## src/rtl/p09_brick_wall.sv

```systemverilog
// Brick-wall store: alive map, raster position counters, brick pixel, collision strobe, frame-boundary removal/refill.
// Latency: brick_pixel/brick_row 1 cycle after pix_x/pix_y; block_collision combinational; score_pulse 1 cycle after frame_pulse.
// Backpressure: none; follows the raster every cycle and acts on the game logic's flags only at frame_pulse.
module p09_brick_wall #(
    parameter int BRICK_COLS = 12,
    parameter int BRICK_ROWS = 6,
    parameter int BRICK_W    = 52,
    parameter int BRICK_H    = 16,
    parameter int WALL_X0    = 8,
    parameter int WALL_Y0    = 48
) (
    input  logic       clk,
    input  logic       rst,
    input  logic [9:0] pix_x,
    input  logic [8:0] pix_y,
    input  logic       pix_valid,
    input  logic       ball_pixel,
    input  logic       frame_pulse,
    input  logic       clear_hit,
    input  logic       refill,
    output logic       brick_pixel,
    output logic [2:0] brick_row,
    output logic       block_collision,
    output logic       score_pulse,
    output logic [2:0] score_row,
    output logic [6:0] bricks_left,
    output logic       wall_cleared
);

    localparam int NBRICKS = BRICK_COLS * BRICK_ROWS;
    localparam int CW      = $clog2(BRICK_COLS + 1);
    localparam int XW      = $clog2(BRICK_W);
    localparam int YW      = $clog2(BRICK_H);
    localparam int IW      = $clog2(NBRICKS);

    // raster tracking state
    logic          r_valid_d;
    logic [2:0]    r_row;
    logic [YW-1:0] r_yoff;
    logic          r_row_in;
    logic [CW-1:0] r_col;
    logic [XW-1:0] r_xoff;
    logic          r_col_on;

    // pixel stage
    logic          r_brick_pixel;
    logic [2:0]    r_brick_row;
    logic [CW-1:0] r_pix_col;

    // wall state
    logic [NBRICKS-1:0] r_alive;
    logic [6:0]         r_left;
    logic               r_hit_valid;
    logic [2:0]         r_hit_row;
    logic [CW-1:0]      r_hit_col;
    logic               r_score_pulse;
    logic [2:0]         r_score_row;

    logic [31:0]   w_y32;
    logic [2:0]    w_row_calc;
    logic [YW-1:0] w_yoff_calc;
    logic          w_row_in;
    logic          w_line_start;
    logic          w_x_at0;
    logic [2:0]    w_cur_row;
    logic [YW-1:0] w_cur_yoff;
    logic          w_cur_row_in;
    logic [CW-1:0] w_cur_col;
    logic [XW-1:0] w_cur_xoff;
    logic          w_cur_con;
    logic          w_last_x;
    logic          w_last_col;
    logic          w_face;
    logic [IW-1:0] w_idx;
    logic [IW-1:0] w_hit_idx;
    logic          w_wall_cleared;

    assign w_y32 = {23'd0, pix_y};

    // Row and line offset from pix_y by comparing against the constant row boundaries (no divider).
    always_comb begin
        w_row_calc  = '0;
        w_yoff_calc = '0;
        w_row_in    = (w_y32 >= 32'(WALL_Y0)) && (w_y32 < 32'(WALL_Y0 + BRICK_ROWS * BRICK_H));
        for (int k = 0; k < BRICK_ROWS; k++) begin
            if (w_y32 >= 32'(WALL_Y0 + k * BRICK_H)) begin
                w_row_calc  = 3'(k);
                w_yoff_calc = YW'(w_y32 - 32'(WALL_Y0 + k * BRICK_H));
            end
        end
    end

    // The first valid pixel of a line uses the freshly computed row; later pixels use the loaded copy.
    assign w_line_start = pix_valid & ~r_valid_d;
    assign w_cur_row    = w_line_start ? w_row_calc  : r_row;
    assign w_cur_yoff   = w_line_start ? w_yoff_calc : r_yoff;
    assign w_cur_row_in = w_line_start ? w_row_in    : r_row_in;

    // Column counters restart at the wall's left edge; a new line drops any stale column run.
    assign w_x_at0    = pix_valid && (pix_x == 10'(WALL_X0));
    assign w_cur_col  = w_x_at0 ? '0 : r_col;
    assign w_cur_xoff = w_x_at0 ? '0 : r_xoff;
    assign w_cur_con  = w_x_at0 | (r_col_on & ~w_line_start);
    assign w_last_x   = (w_cur_xoff == XW'(BRICK_W - 1));
    assign w_last_col = (w_cur_col == CW'(BRICK_COLS - 1));

    assign w_face = pix_valid && w_cur_con && w_cur_row_in &&
                    (w_cur_xoff < XW'(BRICK_W - 1)) && (w_cur_yoff < YW'(BRICK_H - 1));
    assign w_idx     = IW'(32'(w_cur_row) * 32'(BRICK_COLS) + 32'(w_cur_col));
    assign w_hit_idx = IW'(32'(r_hit_row) * 32'(BRICK_COLS) + 32'(r_hit_col));

    assign w_wall_cleared = (r_left == 7'd0);

    // Advance the row/column position counters with the raster.
    always_ff @(posedge clk) begin
        if (rst) begin
            r_valid_d <= 1'b0;
            r_row     <= '0;
            r_yoff    <= '0;
            r_row_in  <= 1'b0;
            r_col     <= '0;
            r_xoff    <= '0;
            r_col_on  <= 1'b0;
        end else begin
            r_valid_d <= pix_valid;
            if (w_line_start) begin
                r_row    <= w_row_calc;
                r_yoff   <= w_yoff_calc;
                r_row_in <= w_row_in;
            end
            if (pix_valid) begin
                if (w_cur_con) begin
                    if (w_last_x) begin
                        r_xoff   <= '0;
                        r_col    <= w_cur_col + 1'b1;
                        r_col_on <= ~w_last_col;
                    end else begin
                        r_xoff   <= w_cur_xoff + 1'b1;
                        r_col    <= w_cur_col;
                        r_col_on <= 1'b1;
                    end
                end else begin
                    r_col_on <= 1'b0;
                end
            end
        end
    end

    // Register the brick pixel and its position so collisions name the brick that was drawn.
    always_ff @(posedge clk) begin
        if (rst) begin
            r_brick_pixel <= 1'b0;
            r_brick_row   <= '0;
            r_pix_col     <= '0;
        end else begin
            r_brick_pixel <= w_face & r_alive[w_idx];
            r_brick_row   <= w_cur_row;
            r_pix_col     <= w_cur_col;
        end
    end

    // Capture the first hit of a frame; apply refill or removal only at the frame boundary.
    always_ff @(posedge clk) begin
        if (rst) begin
            r_alive       <= '1;
            r_left        <= 7'(NBRICKS);
            r_hit_valid   <= 1'b0;
            r_hit_row     <= '0;
            r_hit_col     <= '0;
            r_score_pulse <= 1'b0;
            r_score_row   <= '0;
        end else begin
            r_score_pulse <= 1'b0;
            if (frame_pulse) begin
                r_hit_valid <= 1'b0;
                if (refill || w_wall_cleared) begin
                    r_alive <= '1;
                    r_left  <= 7'(NBRICKS);
                end else if (clear_hit && r_hit_valid && r_alive[w_hit_idx]) begin
                    r_alive[w_hit_idx] <= 1'b0;
                    r_left             <= r_left - 1'b1;
                    r_score_pulse      <= 1'b1;
                    r_score_row        <= r_hit_row;
                end
            end else if (block_collision && !r_hit_valid) begin
                r_hit_valid <= 1'b1;
                r_hit_row   <= r_brick_row;
                r_hit_col   <= r_pix_col;
            end
        end
    end

    assign brick_pixel     = r_brick_pixel;
    assign brick_row       = r_brick_row;
    assign block_collision = r_brick_pixel & ball_pixel;
    assign score_pulse     = r_score_pulse;
    assign score_row       = r_score_row;
    assign bricks_left     = r_left;
    assign wall_cleared    = w_wall_cleared;

endmodule
```

## config.mk

```make
export PLATFORM = sky130hd
export DESIGN_NAME = p09_brick_wall
export DESIGN_NICKNAME = d
export VERILOG_FILES = /design/src/rtl/p09_brick_wall.sv
export SDC_FILE = /design/constraint.sdc
export NUM_CORES = 1
export LEC_CHECK = 0
export CAP_MARGIN = 20
export CORE_MARGIN = 3
export CORE_UTILIZATION = 60
export DETAILED_ROUTE_END_ITERATION = 10
export PLACE_DENSITY = 0.85
export SLEW_MARGIN = 20
export SYNTH_ARGS = -nofsm -noshare
export SYNTH_HDL_FRONTEND = slang
export SYNTH_SLANG_ARGS = --single-unit
```

## constraint.sdc

```tcl
create_clock -name clk -period 3.3 [get_ports clk]
set_input_delay 0.33 -clock clk [delete_from_list [all_inputs] [get_ports clk]]
set_output_delay 0.33 -clock clk [all_outputs]
set_load 0.05 [all_outputs]
```

Yosys cells after proc, flatten, opt, wreduce, memory -nomap -nowiden
Index checks and enable logic that the tools add are counted.
{"block": "totals", "wordCells": 107, "regBits": 116, "inputBits": 26, "out_inout_bits": 17}
{"block": "op_classes", "eq_ne": 3, "magnitude_cmp": 12, "n_mul": 2, "n_reduce_logical": 20, "mux": 31, "addsub": 11, "bitwise_logic": 12}
{"cell": "two-way mux 72 bit", "count": 2}
{"cell": "AND 72 bit", "count": 1}
{"cell": "NOT 72 bit", "count": 1}
{"cell": ">= comparator 9 x 7 -> 1 bit, second input constant", "count": 4}
{"cell": "two-way mux 4 bit", "count": 9}
{"cell": "subtractor 4 x 1 -> 4 bit, second input constant", "count": 6}
{"cell": "less-than comparator 7 x 8 -> 1 bit, second input constant", "count": 2}
{"cell": "two-way mux 3 bit", "count": 5}
{"cell": "adder 7 x 4 -> 7 bit", "count": 2}
{"cell": "binary-select mux 1 bit (select 7 bit)", "count": 2}
{"cell": "two-way mux 7 bit", "count": 2}
{"cell": "two-way mux 6 bit", "count": 2}
{"cell": "== test 10 x 4 -> 1 bit, second input constant", "count": 1}
{"cell": "logical AND 1 bit", "count": 10}
{"cell": "multiplier 3 x 2 -> 5 bit, second input constant", "count": 2}
{"cell": ">= comparator 9 x 6 -> 1 bit, second input constant", "count": 1}
{"cell": ">= comparator 9 x 8 -> 1 bit, second input constant", "count": 1}
{"cell": "less-than comparator 9 x 8 -> 1 bit, second input constant", "count": 1}
{"cell": "two-way mux 1 bit", "count": 8}
{"cell": "demux 1 bit (select 7 bit)", "count": 1}
{"cell": ">= comparator 7 x 1 -> 1 bit, second input constant", "count": 1}
{"cell": "zero test 7 bit", "count": 1}
{"cell": "subtractor 7 x 1 -> 7 bit, second input constant", "count": 1}
{"cell": "adder 6 x 1 -> 6 bit, second input constant", "count": 1}
{"cell": "other kinds (15)", "count": 24}

Depth between registers and ports, before layout
Gate-level depths: netlist of run 1.
{"block": "logic_depth", "ltp_word": 12, "ltp_mapped": 14, "mapped_depth_nobuf": 14}

Least setup slack after synthesis of run 1
Ideal clock, no wire load.
{"block": "synth_timing", "path_type": "register -> register", "from": "register r_left[2], in the netlist bricks_left[2]", "to": "register r_left[0], in the netlist bricks_left[0]", "t_arrival_ps": 3877, "synth_period_minus_slack_ps": 3998, "path_buffers": 2, "setup_time_ps": 121, "path_stages_with_launch": 9, "setup_slack_ps": -698, "required_time_ps": 3179, "cell_sequence": "dfxtp_1 > or3_1 > nor4b_1 > or2_2 > a21o_1 > buf_2 > buf_1 > nor4_1 > o21bai_1"}
{"block": "synth_between", "elab_chain_cells": 4, "elab_cells_between_ends": 5, "cone_classes": "1 x mux; 4 x reduce/logical"}
{"item": "start: declaration", "line": "52", "source": "logic [6:0] r_left;"}
{"item": "start signal: assignment", "line": "166", "source": "r_left <= 7'(NBRICKS);"}
{"item": "start signal: assignment", "line": "178", "source": "r_left <= 7'(NBRICKS);"}
{"item": "start signal: assignment", "line": "181", "source": "r_left <= r_left - 1'b1;"}
{"item": "zero test 7 bit *", "line": "112", "source": "assign w_wall_cleared = (r_left == 7'd0);"}
{"item": "named net wall_cleared", "line": "27", "source": "output logic wall_cleared"}
{"item": "logical OR 1 bit *", "line": "176", "source": "if (refill || w_wall_cleared) begin"}
{"item": "nonzero test 2 bit (no source line)"}
{"item": "AND reduction 2 bit (no source line)"}
The timed path passes the listed nets; every way through them passes the cells marked *.
A chain may end at the register's enable or synchronous reset.

Final worst setup path of run 1
{"block": "layout_timing", "from": "register r_hit_row[0]", "to": "register r_alive[9]"}
{"block": "layout_between", "elab_chain_cells": 10, "elab_cells_between_ends": 16, "cone_classes": "1 x add/sub; 1 x mul; 2 x order compare; 6 x mux; 2 x bitwise; 4 x reduce/logical"}
{"item": "start: declaration", "line": "54", "source": "logic [2:0] r_hit_row;"}
{"item": "start signal: assignment", "line": "187", "source": "r_hit_row <= r_brick_row;"}
{"item": "multiplier 3 x 2 -> 5 bit *", "line": "110", "source": "assign w_hit_idx = IW'(32'(r_hit_row) * 32'(BRICK_COLS) + 32'(r_hit_col));"}
{"item": "adder 7 x 4 -> 7 bit *", "line": "110"}
{"item": "less-than comparator 7 x 8 -> 1 bit (not written as such) or >= comparator 7 x 1 -> 1 bit (tied branches)", "line": "180", "source": "r_alive[w_hit_idx] <= 1'b0;"}
{"item": "logical AND 1 bit (not written as such)", "line": "180"}
{"item": "two-way mux 1 bit (not written as such)", "line": "180"}
{"item": "demux 1 bit (select 7 bit)", "line": "180"}
{"item": "NOT 72 bit (no source line)"}
{"item": "AND 72 bit (no source line)"}
{"item": "two-way mux 72 bit", "line": "179", "source": "end else if (clear_hit && r_hit_valid && r_alive[w_hit_idx]) begin"}
{"item": "two-way mux 72 bit", "line": "176"}
{"item": "end signal: assignment", "line": "165", "source": "r_alive <= '1;"}
{"item": "end signal: assignment", "line": "177", "source": "r_alive <= '1;"}
{"item": "end signal: indexed assignment", "line": "180"}
{"item": "end: declaration", "line": "51", "source": "logic [NBRICKS-1:0] r_alive;"}
Every way passes the cells marked *; elsewhere a longest branch is shown, timed or not. The select of a mux whose other input is x is not followed.

==> results of run 1 <==
-- cells in the mapped netlist (all sizes together), types with 8 or more instances --
library cell	number
mux2i	35
mux4	9
and2	10
buf	31
nor2b	8
mux2	8
clkbuf	25
dfxtp	116
a31oi	75
inv	29
xnor2	11
nor4	9
o21ai	17
or3	9
ha	14
nand3	17
nor2	118
o221ai	8
nor3	24
nand2b	15
a21oi	30
nand2	26
nor3b	8
-- flip-flops by register name (all words and copies together) (netlist names), 3 cells and up --
name	count
r_col	4
brick_row	3
r_alive	72
r_pix_col	4
r_hit_col	4
score_row	3
r_hit_row	3
r_yoff	4
r_xoff	6
bricks_left	7
-- report_power, final --
part / internal [mW] / switching (mW) / total [mW]
clock: 1.21 / 0.680 / 1.89
combinational: 0.0963 / 0.131 / 0.227
sequential: 1.41 / 0.00465 / 1.41
-- path summary, 6_finish.rpt --
kind / from / to / slack [ps] / depth (start not counted)
max reg2reg: r_hit_row[0]$_SDFFE_PP0P_ / r_alive[9]$_SDFFE_PP1P_ / 70 / 10
min: pix_y[0] / r_yoff[0]$_SDFF_PP0_ / 460 / 3
min reg2reg: r_pix_col[0]$_SDFF_PP0_ / r_hit_col[0]$_SDFFE_PP0P_ / 470 / 2
max: r_hit_row[0]$_SDFFE_PP0P_ / r_alive[9]$_SDFFE_PP1P_ / 70 / 10
-- final cells by class --
type / instances / area, sq um
clock buffer: 20 / 455
clock inverter: 12 / 153
fill: 727 / 2430
inverter: 29 / 109
multi-input combinational: 555 / 3810
sequential: 116 / 2320
tap: 136 / 170
timing repair buffer: 102 / 925
-- cells in the final DEF, fill, tap and decap left out, types with 6 or more instances in the layout --
master,netlist,final
nand3_1,17,17
nor4_1,9,8
nand4_1,7,7
dfxtp_1,116,115
nand2b_1,15,15
and2_1,10,10
nand3b_1,6,6
mux4_2,9,9
nor2_1,117,117
mux2_2,8,8
and3_1,7,7
a31oi_1,75,71
o221ai_1,8,8
clkbuf_16,0,16
nor3_1,22,21
o21ai_0,16,16
buf_4,2,55
mux2i_1,35,35
ha_1,14,13
o2111ai_1,6,6
nor3b_1,8,8
xnor2_1,11,11
inv_1,28,28
clkdlybuf4s50_1,0,42
nand2_1,26,26
or3_1,9,8
a21oi_1,29,29
nor2b_1,8,8
-- per-layer routing --
layer / vias to the layer above / wire length, um
met5: - / 0
met2: 441 / 9680
met4: 0 / 848
met3: 102 / 2200
li1: 2933 / -
met1: 3072 / 8020
-- logic make-up (layout without fill, tap and decap cells) --
logic type / after synthesis / in the layout
multiplexers: 52 / 52
adder cells (fa/ha/maj): 18 / 18
AND/OR/NAND/NOR: 278 / 278
AO/OA/AOI/OAI: 193 / 193
buffers and inverters: 85 / 163
XOR/XNOR: 14 / 14
flip-flops: 116 / 116
-- worst max-delay path, stage by stage, from the launching register on --
cell and delay (ps):
dfxtp_2 340, ha_2 210, fa_2 630, nand2b_1 80
or3_4 340, a211o_1 370, or4b_4 520, o2111ai_4 170
nor2_4 130, buf_12 190, a32oi_1 180
-- what timing repair did --
| item | 4_1_cts | 5_1_grt |
|---|---|---|
| endpoints found under the setup margin | 19 | 80 |
| pin swaps | 0 | 5 |
| gates resized for setup | 1 | 13 |
| setup buffers | 1 | 4 |
==> results by group, run 1 <==
Run status
  • Status: completed

STA
  • Period minus WS final: 3230 ps
  • Setup-failing EPs final: 0
  • Worst Skew: 8.47 ps
  • Unrepaired setup endpoints after global routing: true
  • Fmax: 310 MHz
  • Final WS setup: 71.3 ps
  • Hold slack: 465 ps
  • Relative slew slack: 41.4%
  • Worst-Margin Slew: 875 ps
  • Final Cycle Share: a little over nine tenths
  • Final Hold Fails: 0
  • Sum of negative setup slack: 0 ps
  • Count of final max-slew check failures: 0

Global route
  • Tot GR Track Use: 35.0%
  • Overflow left after global routing: 0
  • Largest net degree at the start of global routing: 50
  • Met1 usage: 42.8%
  • Grt met2 use: 57.0%
  • First-pass GRT wire length: 32300 um
  • GR peak layer: met2
  • Initial antenna violation count: 0
  • Vias in the first global route: 6258
  • M3 GR Usage: 10.3%

Synthesis
  • Seq/Total Area, Yosys: approximately 36%
  • Yosys top cell by area: dfxtp_1
  • Simple-gate portion of the synthesized area: 21.7%
  • Synth Instances: 756
  • Cell variety after synth: 71
  • Number of flops mapped to enable cells by yosys: 0
  • Ranking of synthesized cells by area: dfxtp_1 36%, a31oi_1 7.3%, nor2_1 6.8%
  • Post-synth ARST share: 0%
  • Synthesized Nets: 800
  • Ys flop type: dfxtp_1
  • Post-synthesis mux area share: roughly 10%
  • Synth Area in Compound Gates: 20.6%
  • Mapped Area: approximately 6400 sq um
  • Post-synth top area share: 36.2%
  • Largest family of logic cells by synthesized area: simple AND/OR/NAND/NOR gates
  • Yosys reg bits: between 100 and 150
  • Synth Area in XOR/XNOR: 1.91%
  • Post-Synthesis Mean Instance Area: 8.50 sq um
  • Synth Warn #: 0
  • Post-Synth Adder-Cell Area: about 4%

Layout
  • Fin cells: 970
  • Fin util: 76.6%
  • Layout cell share with drive strength beyond 1: 16.2%
  • Total Nets Final: between 800 and 900
  • ANT cells: 0
  • P&R area growth vs syn: 23.7%
  • Design area: between 7000 and 8000 sq um

Clock tree
  • Clk sinks: 116
  • Clk buf depth: 2
  • CTS tree: built
  • Clock transition at path regs: 60 ps
  • CTS root buf: clkbuf_8
  • Cts bufs inserted: 17
  • H-tree depth: 4
  • Hold_buf cts: 0
  • Clk_lat worst skew: approximately 550 ps

Place
  • DP Wirelength: 13600 um
  • Port bufs: 42
  • Routability Congestion: 0.982
  • Post-Place Cell Area: roughly 7200 sq um
  • Worst slack, placed: -145 ps
  • Placed cells: between 900 and 1000

Route
  • Via density per instance: 6.75
  • DRT antenna net count: 0
  • Avg WL per Cell: 21.4 um
  • # DRC: 0
  • Drt first pass iters: 6
  • Iter 0 DRT Violations: approximately 1000
  • WL final: ~21000 um
  • Via count: 6548

Setup path
  • Worst setup EP type: flop
  • Crit start category: flop
  • CP Class: reg -> reg
  • Critical path data required time: 3770 ps
  • Worst Path Arrival: 3700 ps
  • CP Max Fanout: 32

Floorplan
  • # rows: 37
  • Top Ports: 43
  • Core ar.: about 10000 sq um
  • Initial Utilization: 61.9%
  • Die ar.: 12000 sq um
  • Die Span X: 109 um
  • Die height: 109 um

Flow run
  • Max Cap Viol: 0

Power and ir drop
  • LEAKAGE: approximately 2.8 nW
  • Tot Pwr: approximately 3.5 mW
  • Peak VDD IR: around 0.00045 V
  • Pwr Density: 444 nW/um^2

Worst hold path
  • Hold Crit Class: in -> reg
Note: power is estimated with default switching activity, not from simulation.
==> run 2, diff against run 1 <==
- CORE_UTILIZATION: 60 -> 30
- CTS_CLUSTER_DIAMETER: not set -> 50
- PLACE_DENSITY: 0.85 -> 0.5
==> run 2 against run 1 <==
  * Routed wire length down 0.96%
  * Final cell count up 14%
  * Clock skew grew 0.71 ps
  * Final area up 2.1%
  * Global-route usage is 18 points lower
  * Register-to-register slack improved by 50 ps
  * Critical path depth is 1 higher
  * First-iteration DRC count down 51%
  * Sequential share of layout area fell by 0.61 points
==> results by group, run 2 (synthesis results as in run 1) <==
Floorplan
  • Die ar.: 23200 sq um (+94%)
  • Top Ports: 43 (unchanged)
  • # rows: 52 (+41%)
  • Die height: 152 um (+39%)
  • Initial Utilization: 31.1% (-31 points)
  • Core ar.: 20600 sq um (+99%)
  • Die Span X: 152 um (+39%)

Setup path
  • Worst setup EP type: flop
  • CP delay by family, top: simple AND/OR/NAND/NOR gates
  • Crit path cell chain: ha_1 > inv_1 > fa_2 > nand2b_1 > or3_4 > a211o_1 > or4b_4 > o2111ai_4 > buf_12 > nor3_2 > a31o_2
  • R2R depth: 11 (+1)
  • R2r startpoint: r_hit_row[0]$_SDFFE_PP0P_
  • Worst Path Buf+Inv: 2 (+1)
  • CP Max Fanout: 9 (-72%)
  • RR Endpoint: bricks_left[2]$_SDFFE_PP0P_
  • Slowest stage delay, CP: 500 ps (-130 ps)
  • Critical path data required time: 3610 ps (-160 ps)
  • Crit start category: flop
  • Worst Path Arrival: 3500 ps (-200 ps)
  • R2r setup slk: 120 ps (+50 ps)
  • Worst path slowest cell: or4b_4
  • CP Class: reg -> reg

STA
  • Setup-failing EPs final: 0 (unchanged)
  • Worst-Margin Slew: 749 ps (-126 ps)
  • Worst Skew: 9.18 ps (+0.715 ps)
  • Unrepaired setup endpoints after global routing: false
  • Count of final max-slew check failures: 0 (unchanged)
  • Sum of negative setup slack: 0 ps (unchanged)
  • Relative slew slack: 49.9% (+8.4 points)
  • Final Cycle Share: 96.5% (-1.4 points)
  • Fmax: 314 MHz (+1.4%)
  • Period minus WS final: 3180 ps (-45.3 ps)
  • Final Hold Fails: 0 (unchanged)

Worst hold path
  • Hold Crit Class: reg -> reg
  • Worst Hold End: r_yoff[3]$_SDFF_PP0_
  • Hold path cells: 2 (-1)
  • Hold path start: r_yoff[3]$_SDFF_PP0_

Route
  • Iter 0 DRT Violations: 491 (-51%)
  • # DRC: 0 (unchanged)
  • Via count: 6010 (-8.2%)
  • Via density per instance: 5.42 (-20%)
  • DRT antenna net count: 0 (unchanged)
  • Drt first pass iters: 5 (-1)
  • WL final: 20600 um (-0.96%)
  • Avg WL per Cell: 18.5 um (-13%)

Place
  • DP Wirelength: 14600 um (+7.2%)
  • Port bufs: 42 (unchanged)
  • Routability Congestion: 0.845 (-14%)
  • Placed cells: 1078 (+16%)

Global route
  • Tot GR Track Use: 17.5% (-18 points)
  • Vias in the first global route: 5707 (-8.8%)
  • Largest net degree at the start of global routing: 39 (-22%)
  • Overflow left after global routing: 0 (unchanged)
  • First-pass GRT wire length: 32800 um (+1.6%)
  • Initial antenna violation count: 1 (+1)

Clock tree
  • Clock transition at path regs: 60 ps (about the same)
  • CTS tree: built
  • Hold_buf cts: 0 (unchanged)
  • Clk_lat worst skew: 420 ps (-130 ps)
  • Cts bufs inserted: 17 (unchanged)
  • Post-CTS setup buffer count: 0 (-1)
  • Clk sinks: 116 (unchanged)
  • H-tree depth: 4 (unchanged)
  • CTS-repair resized insts: 0 (-1)
  • Clk buf depth: 2 (unchanged)
  • CTS root buf: clkbuf_16

Power and ir drop
  • Tot Pwr: 3.43 mW (-2.7%)
  • Pwr Density: 423 nW/um^2 (-4.7%)
  • LEAKAGE: 2.85 nW (+0.99%)
  • Peak VDD IR: 0.000255 V (-43%)

Layout
  • P&R area growth vs syn: 26.2%
  • Layout cell share with drive strength beyond 1: 16.0% (-0.22 points)
  • ANT cells: 0 (unchanged)
  • Layout fillers: 2081 (+190%)
  • Total Nets Final: 871 (+0.69%)
  • Most common cell after layout, fill and taps aside: nor2_1
  • Fin cells: 1109 (+14%)
  • Number of flip-flops in the largest register: 72 (unchanged)
  • Most frequent cells in the layout: 117 x nor2_1, 116 x dfxtp_1, 73 x a31oi_1
  • Largest Register: r_alive

Run status
  • Status: completed

Flow run
  • Max Cap Viol: 0 (unchanged)
==> run 2: cell count changes in the layout (fill, tap and decap cells not counted), sizes merged <==
cell	previous run	this run
bufinv	3	2
buf	60	66
clkbuf	20	21
clkinvlp	4	2
clkinv	4	6
inv	30	29
==> run 2: layer usage <==
layer	track usage (%)	share of wire (%)	vias to the layer above
met5	0	0	-
met4	5.14	1.6	0
met3	3.98	5.4	22
met2	25.4	43	170
met1	25.9	50	2871
li1	-	-	2947
==> run 2: how the worst max path moves through the flow <==
stage,from,endpoint,slack [ps],cells past startpoint
after CTS,r_hit_row[0]$_SDFFE_PP0P_,score_row[1]$_SDFFE_PP0P_,40,10
final,r_hit_row[0]$_SDFFE_PP0P_,bricks_left[2]$_SDFFE_PP0P_,120,11
after global placement,pix_valid,brick_pixel$_SDFF_PP0_,-80,12
after detailed placement,pix_valid,brick_pixel$_SDFF_PP0_,-110,12
after floorplan,bricks_left[2]$_SDFFE_PP0P_,bricks_left[0]$_SDFFE_PP0P_,80,8
after global routing,r_hit_row[0]$_SDFFE_PP0P_,r_alive[1]$_SDFFE_PP1P_,4,11
==> run 2: power breakdown <==
| group | internal [mW] | switching, mW | leakage [nW] |
|---|---|---|---|
| clock | 1.12 | 0.662 | 0.272 |
| sequential | 1.41 | 0.00418 | 0.939 |
| combinational | 0.108 | 0.129 | 1.64 |
| total | 2.63 | 0.796 | 2.85 |
==> run 2: worst reg2reg max path, delay by kind of cell (launching register included) <==
kind                     cells  cell delay [ps]
adder cells (fa/ha/maj)      2              710
AO/OA/AOI/OAI                3              710
flip-flops                   1              330
buffers and inverters        2              230
AND/OR/NAND/NOR              4             1100
==> run 2: cell type report <==
class                   count  area [sq um]  share of cell area (%)
well taps                 270           338                    4.17
repair buffers            108           991                    12.2
flip-flops and latches    116          2320                    28.6
inverters                  29           109                    1.34
multi-input cells         555          3790                    46.7
clock buffers              21           450                    5.56
clock inverters            10           109                    1.34
==> run 2: stage by stage <==
stage          setup WS, ps  hold WS, ps  utilization, %  cell area [sq um]
2_1_floorplan          75.7          409               -               6430
3_3_place_gp          -84.0          450            36.4               7510
3_5_place_dp           -113          451            36.4               7510
4_1_cts                40.8          459            39.1               8070
5_1_grt                4.39          488            39.3               8110
6_report                117          455            39.3               8110
==> run 3, diff against run 2 <==
- TNS_END_PERCENT: not set -> 10
==> run 3 against run 2 <==
  * Register-to-register slack hardly changed
  * Sequential power barely moved
  * Critical path depth decreased by 1
  * Flip-flop and latch count did not move
  * Final cell count unchanged
  * First-iteration DRC count increased by 9.0%
  * Hold slack about the same
  * Global-route usage unchanged
  * Clock skew is 1.3 ps lower
  * Critical path type unchanged
==> results by group, run 3 (synthesis results as in run 1) <==
Run status
  • Status: completed

Power and ir drop
  • Clock power share: 51.9% (about the same)
  • Internal power: 2.63 mW (about the same)
  • Pwr Density: 423 nW/um^2 (about the same)
  • LEAKAGE: 2.85 nW (about the same)
  • P_sw: 0.795 mW (about the same)
  • Sw frac: 23.2% (about the same)
  • Share of total power in sequential cells: 41.2% (about the same)
  • Comb power frac: 6.9% (about the same)
  • Peak VDD IR: 0.000256 V (+0.16%)

STA
  • Fmax: 314 MHz (about the same)
  • Worst-Margin Slew: 790 ps (+41.0 ps)
  • Worst Skew: 7.90 ps (-1.28 ps)
  • Unrepaired setup endpoints after global routing: false
  • Period minus WS final: 3190 ps (+1.66 ps)
  • Hold slack: 455 ps (+0.140 ps)
  • Count of final max-slew check failures: 0 (unchanged)
  • Final Cycle Share: 96.5% (about the same)
  • Sum of negative setup slack: 0 ps (unchanged)
  • Final Hold Fails: 0 (unchanged)
  • Setup-failing EPs final: 0 (unchanged)
  • Relative slew slack: 46.7% (-3.1 points)

Setup path
  • Number of cells on the critical path: 10 (-1)
  • Worst Path Buf+Inv: 1 (-1)
  • R2R depth: 10 (-1)
  • Worst setup EP type: flop
  • Critical Path End: bricks_left[2]$_SDFFE_PP0P_
  • Worst Setup SP: r_hit_row[0]$_SDFFE_PP0P_
  • Critical path data required time: 3610 ps (about the same)
  • Slowest stage delay, CP: 630 ps (+130 ps)
  • RR Endpoint: bricks_left[2]$_SDFFE_PP0P_
  • CP Max Fanout: 9 (unchanged)
  • R2r setup slk: 110 ps (about the same)
  • Crit path cell chain: ha_1 > fa_2 > nand2b_1 > or3_4 > a211o_1 > or4b_4 > o2111ai_4 > buf_12 > nor3_2 > a31o_2
  • R2r startpoint: r_hit_row[0]$_SDFFE_PP0P_
  • Worst Path Arrival: 3500 ps (about the same)
  • CP delay by family, top: simple AND/OR/NAND/NOR gates
  • Worst path slowest cell: fa_2
  • CP Class: reg -> reg
  • Crit start category: flop

Global route
  • GR peak layer: met1
  • Grt met2 use: 25.4% (unchanged)
  • Initial antenna violation count: 1 (unchanged)
  • Vias in the first global route: 5707 (unchanged)
  • Overflow left after global routing: 0 (unchanged)
  • Tot GR Track Use: 17.5% (unchanged)
  • Met1 usage: 25.9% (unchanged)
  • M3 GR Usage: 3.98% (unchanged)
  • First-pass GRT wire length: 32800 um (unchanged)
  • Largest net degree at the start of global routing: 39 (unchanged)

Clock tree
  • Clock transition at path regs: 60 ps (about the same)
  • Clk buf depth: 2 (unchanged)
  • Clk_lat worst skew: 420 ps (about the same)
  • CTS tree: built
  • Cts bufs inserted: 17 (unchanged)
  • H-tree depth: 4 (unchanged)
  • Hold_buf cts: 0 (unchanged)
  • Clk sinks: 116 (unchanged)
  • CTS root buf: clkbuf_16

Route
  • # DRC: 0 (unchanged)
  • Iter 0 DRT Violations: 535 (+9.0%)
  • Via count: 6036 (+0.43%)
  • DRT antenna net count: 0 (unchanged)
  • WL final: 20500 um (about the same)
  • Via density per instance: 5.44 (+0.43%)
  • Drt first pass iters: 6 (+1)
  • Avg WL per Cell: 18.5 um (about the same)

Floorplan
  • # rows: 52 (unchanged)
  • Core ar.: 20600 sq um (unchanged)
  • Die ar.: 23200 sq um (unchanged)
  • Top Ports: 43 (unchanged)
  • Die height: 152 um (unchanged)
  • Die Span X: 152 um (unchanged)
  • Initial Utilization: 31.1% (unchanged)

Place
  • Port bufs: 42 (unchanged)
  • Routability Congestion: 0.845 (unchanged)
  • DP Wirelength: 14600 um (unchanged)

Worst hold path
  • Hold Crit Class: reg -> reg

Layout
  • ANT cells: 0 (unchanged)
  • Total Nets Final: 871 (unchanged)
  • P&R area growth vs syn: 26.1% (about the same)
  • Number of flip-flops in the largest register: 72 (unchanged)
  • Most common cell after layout, fill and taps aside: nor2_1
  • Largest Register: r_alive
  • Most frequent cells in the layout: 117 x nor2_1, 116 x dfxtp_1, 74 x a31oi_1
  • Layout cell share with drive strength beyond 1: 15.9% (-0.12 points)

Flow run
  • Max Cap Viol: 0 (unchanged)
-- run 3: cell counts in the layout (fill, tap and decap cells not counted) --
Identical to the previous run, type by type.
-- run 3: layout make-up --
type | count | area (sq um)
clock buffer | 21 | 450
clock inverter | 10 | 109
fill | 2083 | 12500
inverter | 29 | 109
multi-input combinational | 555 | 3780
sequential | 116 | 2320
tap | 270 | 338
timing repair buffer | 108 | 991
-- run 3: worst min-delay path: stages, from the launching register on --
cell	delay, ps
dfxtp_1	300
nand2_1	50
a21oi_1	50
-- run 3: worst min path at each step --
stage                            start                        end  cells past startpoint
2_1_floorplan              frame_pulse   r_hit_valid$_SDFFE_PP0P_                      1
3_3_place_gp   r_pix_col[2]$_SDFF_PP0_  r_hit_col[2]$_SDFFE_PP0P_                      2
3_5_place_dp      r_yoff[3]$_SDFF_PP0_       r_yoff[3]$_SDFF_PP0_                      2
4_1_cts           r_yoff[3]$_SDFF_PP0_       r_yoff[3]$_SDFF_PP0_                      2
5_1_grt           r_yoff[3]$_SDFF_PP0_       r_yoff[3]$_SDFF_PP0_                      2
6_report          r_yoff[3]$_SDFF_PP0_       r_yoff[3]$_SDFF_PP0_                      2
-- run 3: metrics by stage --
step	std cells	utilization [%]	area (sq um)	power, mW	setup WS, ps
after CTS	1109	39.1	8070	3.46	40.8
final	1109	39.3	8100	3.43	115
after global placement	1078	36.4	7510	1.68	-84.0
after detailed placement	1078	36.4	7510	1.68	-113
after floorplan	756	-	6430	1.56	75.7
after global routing	1109	39.3	8100	3.55	2.70
-- run 3: repair_timing --
item / CTS / global route
endpoints found under the setup margin: 0 / 79
hold endpoints to repair: 0 / 0
setup buffers: 0 / 0
gates resized for setup: 0 / 8
-- run 3: layer usage --
layer / routed length, um / up-vias / share of wire (%)
li1: - / 2944 / -
met1: 10200 / 2890 / 50
met2: 8890 / 182 / 43
met3: 1150 / 20 / 5.6
met4: 323 / 0 / 1.6
met5: 0 / - / 0
-- run 3: power groups by stage --
| stage | sequential [mW] | combinational, mW | clock, mW |
|---|---|---|---|
| 3_3_place_gp | 1.44 | 0.235 | 0 |
| 2_1_floorplan | 1.45 | 0.117 | 0 |
| 5_1_grt | 1.41 | 0.259 | 1.88 |
| 3_5_place_dp | 1.44 | 0.234 | 0 |
| 6_report | 1.41 | 0.237 | 1.78 |
| 4_1_cts | 1.41 | 0.237 | 1.82 |
